==> src/rtl/cpu_pkg.sv <==
// Shared constants and types for the CPU memory subsystem.
package cpu_pkg;

  localparam int ADDR_W = 6;
  localparam int DATA_W = 8;

  // Who performed a read in the previous cycle (owns the RAM read data now).
  typedef enum logic [1:0] {
    IDLE   = 2'd0,
    CPU_RD = 2'd1,
    LDR_RD = 2'd2
  } owner_t;

endpackage

==> src/rtl/mem_arbiter.sv <==
// Arbiter sharing a single-port synchronous RAM between the CPU control path
// and the boot loader / debug port. Grants are decided combinationally each
// cycle; read data (1-cycle latency) is steered to the requester that issued it.
module mem_arbiter #(
  parameter int ADDR_W   = cpu_pkg::ADDR_W,
  parameter int DATA_W   = cpu_pkg::DATA_W,
  parameter int MAX_WAIT = 4
) (
  input  logic              clk,
  input  logic              rst,
  input  logic              boot,
  input  logic              cpu_en,
  input  logic              cpu_we,
  input  logic [ADDR_W-1:0] cpu_addr,
  input  logic [DATA_W-1:0] cpu_wdata,
  output logic [DATA_W-1:0] cpu_rdata,
  output logic              cpu_stall,
  input  logic              ldr_req,
  input  logic              ldr_we,
  input  logic [ADDR_W-1:0] ldr_addr,
  input  logic [DATA_W-1:0] ldr_wdata,
  output logic              ldr_gnt,
  output logic              ldr_rvalid,
  output logic [DATA_W-1:0] ldr_rdata,
  output logic              mem_en,
  output logic              mem_we,
  output logic [ADDR_W-1:0] mem_addr,
  output logic [DATA_W-1:0] mem_wdata,
  input  logic [DATA_W-1:0] mem_rdata
);

  import cpu_pkg::*;

  localparam logic [3:0] MAX_WAIT_C = 4'(MAX_WAIT);

  owner_t            owner_q, owner_d;
  logic [3:0]        wait_q, wait_d;
  logic [DATA_W-1:0] cpu_hold_q;
  logic              cpu_gnt_s, ldr_gnt_s;
  logic              contend_s;

  assign contend_s = cpu_en & ldr_req;

  // Grant decision: reset, then boot ownership, then contention fairness.
  always_comb begin
    cpu_gnt_s = 1'b0;
    ldr_gnt_s = 1'b0;
    if (rst) begin
      cpu_gnt_s = 1'b0;
      ldr_gnt_s = 1'b0;
    end else if (boot) begin
      cpu_gnt_s = 1'b0;
      ldr_gnt_s = ldr_req;
    end else if (contend_s) begin
      ldr_gnt_s = (wait_q == MAX_WAIT_C);
      cpu_gnt_s = (wait_q != MAX_WAIT_C);
    end else begin
      cpu_gnt_s = cpu_en;
      ldr_gnt_s = ldr_req;
    end
  end

  // RAM port mux from the granted side; quiet bus when nobody is granted.
  always_comb begin
    mem_we    = 1'b0;
    mem_addr  = '0;
    mem_wdata = '0;
    if (cpu_gnt_s) begin
      mem_we    = cpu_we;
      mem_addr  = cpu_addr;
      mem_wdata = cpu_wdata;
    end else if (ldr_gnt_s) begin
      mem_we    = ldr_we;
      mem_addr  = ldr_addr;
      mem_wdata = ldr_wdata;
    end else begin
      mem_we    = 1'b0;
      mem_addr  = '0;
      mem_wdata = '0;
    end
  end

  assign mem_en    = cpu_gnt_s | ldr_gnt_s;
  assign ldr_gnt   = ldr_gnt_s;
  assign cpu_stall = ~rst & (boot | (cpu_en & ~cpu_gnt_s));

  // Loader starvation counter and next read owner.
  always_comb begin
    wait_d  = wait_q;
    owner_d = IDLE;
    if (!ldr_req || ldr_gnt_s) begin
      wait_d = 4'd0;
    end else if (contend_s && (wait_q < MAX_WAIT_C)) begin
      wait_d = wait_q + 4'd1;
    end else begin
      wait_d = wait_q;
    end
    if (cpu_gnt_s && !cpu_we) begin
      owner_d = CPU_RD;
    end else if (ldr_gnt_s && !ldr_we) begin
      owner_d = LDR_RD;
    end else begin
      owner_d = IDLE;
    end
  end

  // Owner FSM, wait counter and CPU read-data hold register.
  always_ff @(posedge clk or posedge rst) begin
    if (rst) begin
      owner_q    <= IDLE;
      wait_q     <= 4'd0;
      cpu_hold_q <= '0;
    end else begin
      owner_q <= owner_d;
      wait_q  <= wait_d;
      if (owner_q == CPU_RD) begin
        cpu_hold_q <= mem_rdata;
      end
    end
  end

  // CPU sees live RAM data only on its own read cycle, else its last read.
  assign cpu_rdata  = (owner_q == CPU_RD) ? mem_rdata : cpu_hold_q;
  assign ldr_rvalid = (owner_q == LDR_RD);
  assign ldr_rdata  = (owner_q == LDR_RD) ? mem_rdata : '0;

endmodule

==> config.mk <==
export PLATFORM = sky130hd
export DESIGN_NAME = mem_arbiter
export DESIGN_NICKNAME = d
export VERILOG_FILES = /design/src/rtl/cpu_pkg.sv /design/src/rtl/mem_arbiter.sv
export SDC_FILE = /design/constraint.sdc
export NUM_CORES = 1
export LEC_CHECK = 0
export BUFFER_PORTS_ARGS = -buffer_cell sky130_fd_sc_hd__buf_4
export CAP_MARGIN = 20
export CORE_MARGIN = 3
export CORE_UTILIZATION = 37
export CTS_CLUSTER_DIAMETER = 100
export CTS_CLUSTER_SIZE = 25
export DETAILED_ROUTE_END_ITERATION = 10
export HOLD_SLACK_MARGIN = 0.1
export PLACE_DENSITY = 0.84
export RECOVER_POWER = 25
export SLEW_MARGIN = 25
export SYNTH_ARGS = -nofsm -noshare
export SYNTH_HDL_FRONTEND = slang
export SYNTH_SLANG_ARGS = --single-unit
==> constraint.sdc <==
create_clock -name clk -period 2 [get_ports clk]
set_clock_uncertainty 0.05 [all_clocks]
set_input_delay 0.2 -clock clk [delete_from_list [all_inputs] [get_ports clk]]
set_output_delay 0.2 -clock clk [all_outputs]
set_load 0.03 [all_outputs]
# ---- Word level (Yosys, flattened, before mapping)
# Index checks and enable logic that the tools add are counted.
# W data, S select, Z words.
dict set report word_totals {
  out_inout_bits 35
  reg_bits 14
  in_bits 43
  word_cells 42
}
dict set report op_classes {
  eq_ne 4
  mux 18
  addsub 1
  bitwise 7
  n_reduce_logical 8
  order_cmp 1
}
# op n
set ops {}
lappend ops {{$mux W8} 4}
lappend ops {{$mux W6} 2}
lappend ops {{$mux W1} 8}
lappend ops {{$mux W4} 2}
lappend ops {{$add A4 B1 Y4 const B} 1}
lappend ops {{$eq A4 B3 Y1 const B} 1}
lappend ops {{$lt A4 B3 Y1 const B} 1}
lappend ops {{$mux W2} 2}
lappend ops {{$ne A4 B3 Y1 const B} 1}
lappend ops {{$and A1 B1 Y1} 3}
lappend ops {{$logic_and A1 B1 Y1} 3}
lappend ops {{$logic_not A1 Y1} 3}
lappend ops {{$eq A2 B1 Y1 const B} 1}
lappend ops {{$eq A2 B2 Y1 const B} 1}
lappend ops {{$not A1 Y1} 2}
lappend ops {{$or A1 B1 Y1} 2}
lappend ops {{$reduce_bool A2 Y1} 1}
lappend ops {{$logic_or A1 B1 Y1} 1}

# ---- Logic depth before layout (Yosys ltp)
# Gate-level depths: netlist (run 1).
dict set report depth {
  word_depth 8
  ltp_mapped 6
  ltp_nobuf 5
}

# ---- Worst setup path before layout (run 1)
# OpenSTA, ideal clock, no wires.
dict set report synth_timing {
  path_kind {register -> output}
  start {register wait_q[0]}
  end {output mem_addr[4]}
  n_path_buf 1
  path_stages_with_launch 7
  setup_slack_ns 0.060
  arrival_time_ns 1.690
  required_ns 1.750
  path_cell_list {dfrtp_1 inv_1 ha_1 nand3b_2 a211oi_4 buf_6 a22o_1}
}
dict set report synth_via {
  elab_chain_cells 6
  word_cells_on_any_way 10
  cone_classes {eq/ne: 2; mux: 8}
}
# element line
set synth_rtl {}
lappend synth_rtl {{start, declared} mem_arbiter.sv:37} ;# logic [3:0] wait_q, wait_d;
lappend synth_rtl {{start signal, assigned} mem_arbiter.sv:115} ;# wait_q <= wait_d;
lappend synth_rtl {{$eq A4 B3 Y1} mem_arbiter.sv:55} ;# ldr_gnt_s = (wait_q == MAX_WAIT_C);
lappend synth_rtl {{$mux W1} mem_arbiter.sv:54} ;# end else if (contend_s) begin
lappend synth_rtl {{$mux W1} mem_arbiter.sv:51} ;# end else if (boot) begin
lappend synth_rtl {{$mux W1} mem_arbiter.sv:48} ;# if (rst) begin
lappend synth_rtl {{net ldr_gnt} mem_arbiter.sv:22} ;# output logic ldr_gnt,
lappend synth_rtl {{$mux W6} mem_arbiter.sv:72} ;# end else if (ldr_gnt_s) begin
lappend synth_rtl {{$mux W6} mem_arbiter.sv:68} ;# if (cpu_gnt_s) begin
lappend synth_rtl {{end, declared} mem_arbiter.sv:27} ;# output logic [ADDR_W-1:0] mem_addr,
# The timed path passes the listed nets, and every way through them passes these cells.

# ---- Worst setup path after layout (run 1)
dict set report layout_timing {
  start {register wait_q[0]}
  end {output mem_wdata[5]}
}
dict set report layout_via {
  elab_chain_cells 6
  word_cells_on_any_way 10
  cone_classes {eq/ne: 2; mux: 8}
}
# element line
set layout_rtl {}
lappend layout_rtl {{$eq A4 B3 Y1} mem_arbiter.sv:55}
lappend layout_rtl {{$mux W1} mem_arbiter.sv:54}
lappend layout_rtl {{$mux W1} mem_arbiter.sv:51}
lappend layout_rtl {{$mux W1} mem_arbiter.sv:48}
lappend layout_rtl {{$mux W8} mem_arbiter.sv:72}
lappend layout_rtl {{$mux W8 *} mem_arbiter.sv:68}
lappend layout_rtl {{end, declared} mem_arbiter.sv:28} ;# output logic [DATA_W-1:0] mem_wdata,
# Every way passes the cells marked *; elsewhere a longest branch is shown, timed or not.

==> impl_metrics.json, run 1 <==
{
  "cellLeakagePower_nw": 0.868,
  "postRouteAntennaNets": 0,
  "grt_pass1_wl_um": 5080,
  "fin_ws_ns": -0.116,
  "cp-end-kind": "output port",
  "htree_levels": 1,
  "die_area_um2": 2990,
  "max-slew-margin-rel_pct": 64.0,
  "design_area_um2": 1720,
  "cts-buffers-inserted": 3,
  "nNetsFinal": 213,
  "p_per_area_nw_per_um2": 579,
  "wl_per_cell_um": 18.8,
  "cp.required_ns": 1.75,
  "hold_class": "in2reg",
  "synth_area_um2": 876,
  "failed_checks": "setup timing",
  "ys_ff_latch": 14,
  "maxCapViolations": 0,
  "yosys_warnings": 0,
  "die_h_um": 54.7,
  "final_max_slew_viol_count": 0,
  "clkTransAtPathRegs_ns": 0.09,
  "die_w_um": 54.7,
  "dr.pass1.iters": 4,
  "clk_path_buf_depth": 2,
  "synth_ff_type": "dfrtp_1",
  "yosysMostFrequentCell": "a22o_1",
  "tritoncts": "done",
  "report.power.total_mw": 0.997,
  "synth_area_leaders": "dfrtp_1, a22o_1, mux2_2",
  "criticalPathCategory": "reg2out",
  "synth_commonest_cells": "a22o_1, dfrtp_1, and2_1",
  "arrival_ns": 1.87,
  "fmax_ghz": 0.473,
  "r2r_cells": 6,
  "startpoint": "wait_q[0]$_DFFE_PP0P_",
  "rows": 16,
  "clockRootBuffer": "clkbuf_4",
  "cts_sinks": 14,
  "diodes": 0,
  "hold_viol": 0,
  "worst_hold_slack_ns": 0.115,
  "core-area_um2": 2100,
  "endpoint": "mem_wdata[5]",
  "dp_hpwl_um": 2310,
  "synthCells": 77,
  "grt_pass1_vias": 1026,
  "fin_cells": 194,
  "synth_top_area_cell": "dfrtp_1",
  "area_growth_pct": 96.6,
  "critPathLaunchType": "flop",
  "placedCellCount": 180,
  "grt_antenna_before_repair": 0,
  "routed_wl_um": 3640,
  "synth_edf_count": 0,
  "syn_avg_cell_area_um2": 11.4,
  "drc": 0,
  "gr-total-overflow": 0,
  "synth.distinct_cells": 26,
  "r2r_start": "wait_q[0]$_DFFE_PP0P_",
  "async_flop_share_pct": 100,
  "outcome": "finished, violations left",
  "ir_drop_mv": 0.634,
  "synth_top_area_share_pct": 40.0,
  "worstPathMaxFanout": 5,
  "initial_utilization_pct": 41.7,
  "drive_gt1_share_pct": 62.3,
  "gp_congestion": 0.683,
  "r2r_slack_ns": 0.55,
  "port_buffers": 77,
  "viasPerCell": 4.95,
  "tightest_slew_ns": 0.540,
  "drt_first_iter_violations": 16,
  "r2r_end": "owner_q[1]$_DFF_PP0_",
  "fin_crit_sh_pct": 106,
  "setup_violations": 15,
  "tns_ns": -0.983,
  "io_pins": 78,
  "clk-insertion-delay-late_ns": 0.28,
  "synth_nets": 122,
  "place_area_um2": 1500,
  "min_period_ns": 2.12,
  "grt_max_degree": 15,
  "vias": 961,
  "rsz0062_at_grt": "true",
  "grt_usage_pct": 24.4,
  "yosysSeqAreaShare_pct": 40.0
}
## cell families after synthesis
kind of cell               share of synthesized area [%]
AOI/OAI and AO/OA                                   23.1
xor gates and xnor gates                            1.00
adders and majority gates                           2.86
buffers and inverters                               4.71
DFF                                                 40.0
muxes                                               11.4
and+or+nand+nor                                     16.9
## report_power, final
part	switching [mW]	internal [mW]	leakage [nW]	total, mW
clock network	0.0892	0.111	0.0210	0.200
registers	0.00969	0.322	0.179	0.332
logic	0.249	0.217	0.668	0.465
total	0.348	0.650	0.868	0.997
## worst min-delay path by stage
stage / startpoint / to / slack, ns / depth (start not counted)
2_1_floorplan: rst / cpu_hold_q[0]$_DFF_PP0_ / 0.04 / 1
3_3_place_gp: rst / wait_q[2]$_DFFE_PP0P_ / 0.25 / 2
3_5_place_dp: rst / wait_q[2]$_DFFE_PP0P_ / 0.26 / 2
4_1_cts: mem_rdata[0] / cpu_hold_q[0]$_DFF_PP0_ / 0.11 / 2
5_1_grt: mem_rdata[3] / cpu_hold_q[3]$_DFF_PP0_ / 0.12 / 2
6_report: mem_rdata[0] / cpu_hold_q[0]$_DFF_PP0_ / 0.12 / 2
## cell type report
class	count	area (um^2)
clock buffer	4	36.3
fill	124	380
inverter	4	15.0
multi-input combinational	55	505
sequential	14	350
tap	27	33.8
timing repair buffer	90	781
## layout by cell type, fill, tap and decap left out, drive strengths merged
cell         instances
a211oi               1
a21oi                2
a22o                15
a311oi               1
a31oi                1
a41oi                1
and2                 8
and2b                1
and4bb               1
buf                 87
clkbuf               5
dfrtp               14
dlygate4sd3          2
ha                   2
inv                  4
mux2                 8
mux2i                1
nand2b               1
nand3b               1
nor2                 1
nor2b                5
nor3                 3
nor3b                1
xnor2                1
## sequential cells by signal, summed over array words and instances, names as in the netlist
| name | cells |
|---|---|
| cpu_hold_q | 8 |
| wait_q | 4 |
| owner_q | 2 |
## stage by stage
stage	worst slack, ns	utilization (%)
6_report	-0.116	81.9
3_3_place_gp	0.211	71.2
5_1_grt	-0.162	81.9
3_5_place_dp	0.0995	71.2
2_1_floorplan	0.0602	-
4_1_cts	-0.0378	82.0
## worst max-delay path: stages, from the launching register on
cell and delay, ns:
dfrtp_1 0.41, inv_2 0.09, ha_4 0.15, nand3b_4 0.09
a211oi_4 0.29, buf_6 0.17, buf_12 0.11, a22o_1 0.15
buf_6 0.14
## timing repair
item / CTS / global route
setup endpoints to repair: 16 / 16
pin swaps: 6 / 8
cloned: 3 / 0
gates resized for setup: 21 / 6
endpoints found under the hold margin: 15 / 0
hold buffers: 2 / 0
setup buffers: 5 / 1
## per-layer routing
metal	GRT usage, %	vias to the layer above	wire length, um
li1	-	468	-
met1	27.3	462	1370
met4	7.47	0	52
met3	4.90	4	116
met5	0	-	0
met2	45.5	27	2100
Note: power is estimated with default switching activity, not from simulation.
==> run 2, diff against run 1 <==
--- a/config.mk
+++ b/config.mk
@@ -15,6 +15,7 @@
 export HOLD_SLACK_MARGIN = 0.1
 export PLACE_DENSITY = 0.84
 export RECOVER_POWER = 25
+export SKIP_CTS_REPAIR_TIMING = 1
 export SLEW_MARGIN = 25
 export SYNTH_ARGS = -nofsm -noshare
 export SYNTH_HDL_FRONTEND = slang
==> constraint.sdc (replaced) <==
create_clock -name clk -period 2 [get_ports clk]
set_clock_uncertainty 0.05 [all_clocks]
set_input_delay 0.2 -clock clk [delete_from_list [all_inputs] [get_ports clk]]
set_output_delay 0.2 -clock clk [all_outputs]
set_load 0.1 [all_outputs]
==> impl_metrics.json, run 2 (same netlist as run 1, synthesis figures left out) <==
{
  "outcome": "finished, violations left",
  "failed_checks": "setup timing",
  "setup_violations": 16,
  "top_regs": "cpu_hold_q x8, wait_q x4, owner_q x2",
  "grt_pass1_wl_um": 3840,
  "max-slew-margin-rel_pct": 66.8,
  "die_h_um": 54.7,
  "diodes": 0,
  "drive_gt1_share_pct": 76.8,
  "layout_common_cells": "buf_4, buf_12, dfrtp_1, a22o_4, and2_2",
  "drc": 0,
  "hold_depth": 2,
  "cp-end-kind": "output port",
  "grt_antenna_before_repair": 0,
  "cts_sinks": 14,
  "dr.pass1.iters": 4,
  "area_growth_pct": 126,
  "die_area_um2": 2990,
  "fin_cells": 191,
  "met2_length_um": 2150,
  "vias": 1076,
  "arrival_ns": 1.97,
  "criticalPathCategory": "reg2out",
  "io_pins": 78,
  "clk-insertion-delay-late_ns": 0.30,
  "r2r_cells": 7,
  "tns_ns": -3.03,
  "critPathLaunchType": "flop",
  "wl_per_cell_um": 22.5,
  "core-area_um2": 2100,
  "clk_path_buf_depth": 2,
  "preCtsSetupSlack_ns": -0.0103,
  "viasPerCell": 5.63,
  "die_w_um": 54.7,
  "cellLeakagePower_nw": 0.967,
  "gr-total-overflow": 0,
  "grt_usage_pct": 18.0,
  "wl_met3_um": 601,
  "design_area_um2": 1980,
  "clockRootBuffer": "clkbuf_4",
  "highest-signal-layer": "met4",
  "tightest_slew_ns": 0.497,
  "tritoncts": "done",
  "gp_congestion": 0.818,
  "initial_utilization_pct": 41.7,
  "wl_met1_um": 1360,
  "drt_first_iter_violations": 22,
  "fin_crit_sh_pct": 111,
  "final_max_slew_viol_count": 0,
  "port_buffers": 77,
  "final_common_cell": "buf_4",
  "nNetsFinal": 210,
  "fmax_ghz": 0.450,
  "ir_drop_mv": 0.735,
  "routed_wl_um": 4300,
  "cts-buffers-inserted": 3,
  "rsz0062_at_grt": "true",
  "placedCellCount": 180,
  "clkTransAtPathRegs_ns": 0.09,
  "fin_ws_ns": -0.224,
  "dp_hpwl_um": 2290,
  "cp.required_ns": 1.75,
  "grt_pass1_vias": 951,
  "fin_util_pct": 94.2,
  "maxCapViolations": 0,
  "min_period_ns": 2.22,
  "p_per_area_nw_per_um2": 734,
  "hold_viol": 0,
  "place_area_um2": 1590,
  "grt_max_degree": 18,
  "rows": 16,
  "postRouteAntennaNets": 0,
  "largest-register": "cpu_hold_q",
  "htree_levels": 1,
  "hold_class": "in2reg",
  "largest_reg_flops": 8,
  "worstPathMaxFanout": 4
}
-- run 2: worst max-delay path, stage by stage, from the launching register on --
cell	delay, ns
dfrtp_1	0.44
inv_2	0.09
ha_4	0.17
nand3b_4	0.10
a211oi_4	0.23
buf_6	0.16
clkbuf_16	0.14
a22o_2	0.16
buf_12	0.17
-- run 2: power breakdown --
part	switching (mW)	internal [mW]	total, mW
registers	0.0143	0.323	0.337
clock network	0.112	0.111	0.223
logic	0.622	0.272	0.893
-- run 2: path summary, 6_finish.rpt --
check	from	endpoint	slack, ns
setup / recovery	wait_q[1]$_DFFE_PP0P_	mem_addr[5]	-0.22
hold / removal	mem_rdata[0]	cpu_hold_q[0]$_DFF_PP0_	0.1
setup reg to reg	wait_q[1]$_DFFE_PP0P_	owner_q[1]$_DFF_PP0_	0.40
hold reg to reg	cpu_hold_q[0]$_DFF_PP0_	cpu_hold_q[0]$_DFF_PP0_	0.46
max in group asynchronous	rst	cpu_hold_q[6]$_DFF_PP0_	1.04
min in group asynchronous	rst	cpu_hold_q[2]$_DFF_PP0_	0.53
-- run 2: routing by layer --
layer / GRT usage, % / vias to the layer above
met1: 18.3 / 503
li1: - / 459
met3: 3.81 / 15
met4: 9.13 / 0
met2: 33.7 / 99
met5: 0 / -
-- run 2: through the flow --
stage                     hold slack, ns  power, mW
after floorplan                   0.0392      0.933
after global placement             0.274       1.11
after detailed placement           0.288       1.12
after CTS                        -0.0121       1.32
after global routing               0.108       1.49
final                             0.0988       1.45
-- run 2: cell type report --
type                            instances  area (um^2)
Multi-Input combinational cell         55          622
Clock buffer                            4         36.3
Tap cell                               27         33.8
Timing Repair Buffer                   87          922
Sequential cell                        14          350
Fill cell                              55          123
Inverter                                4         15.0
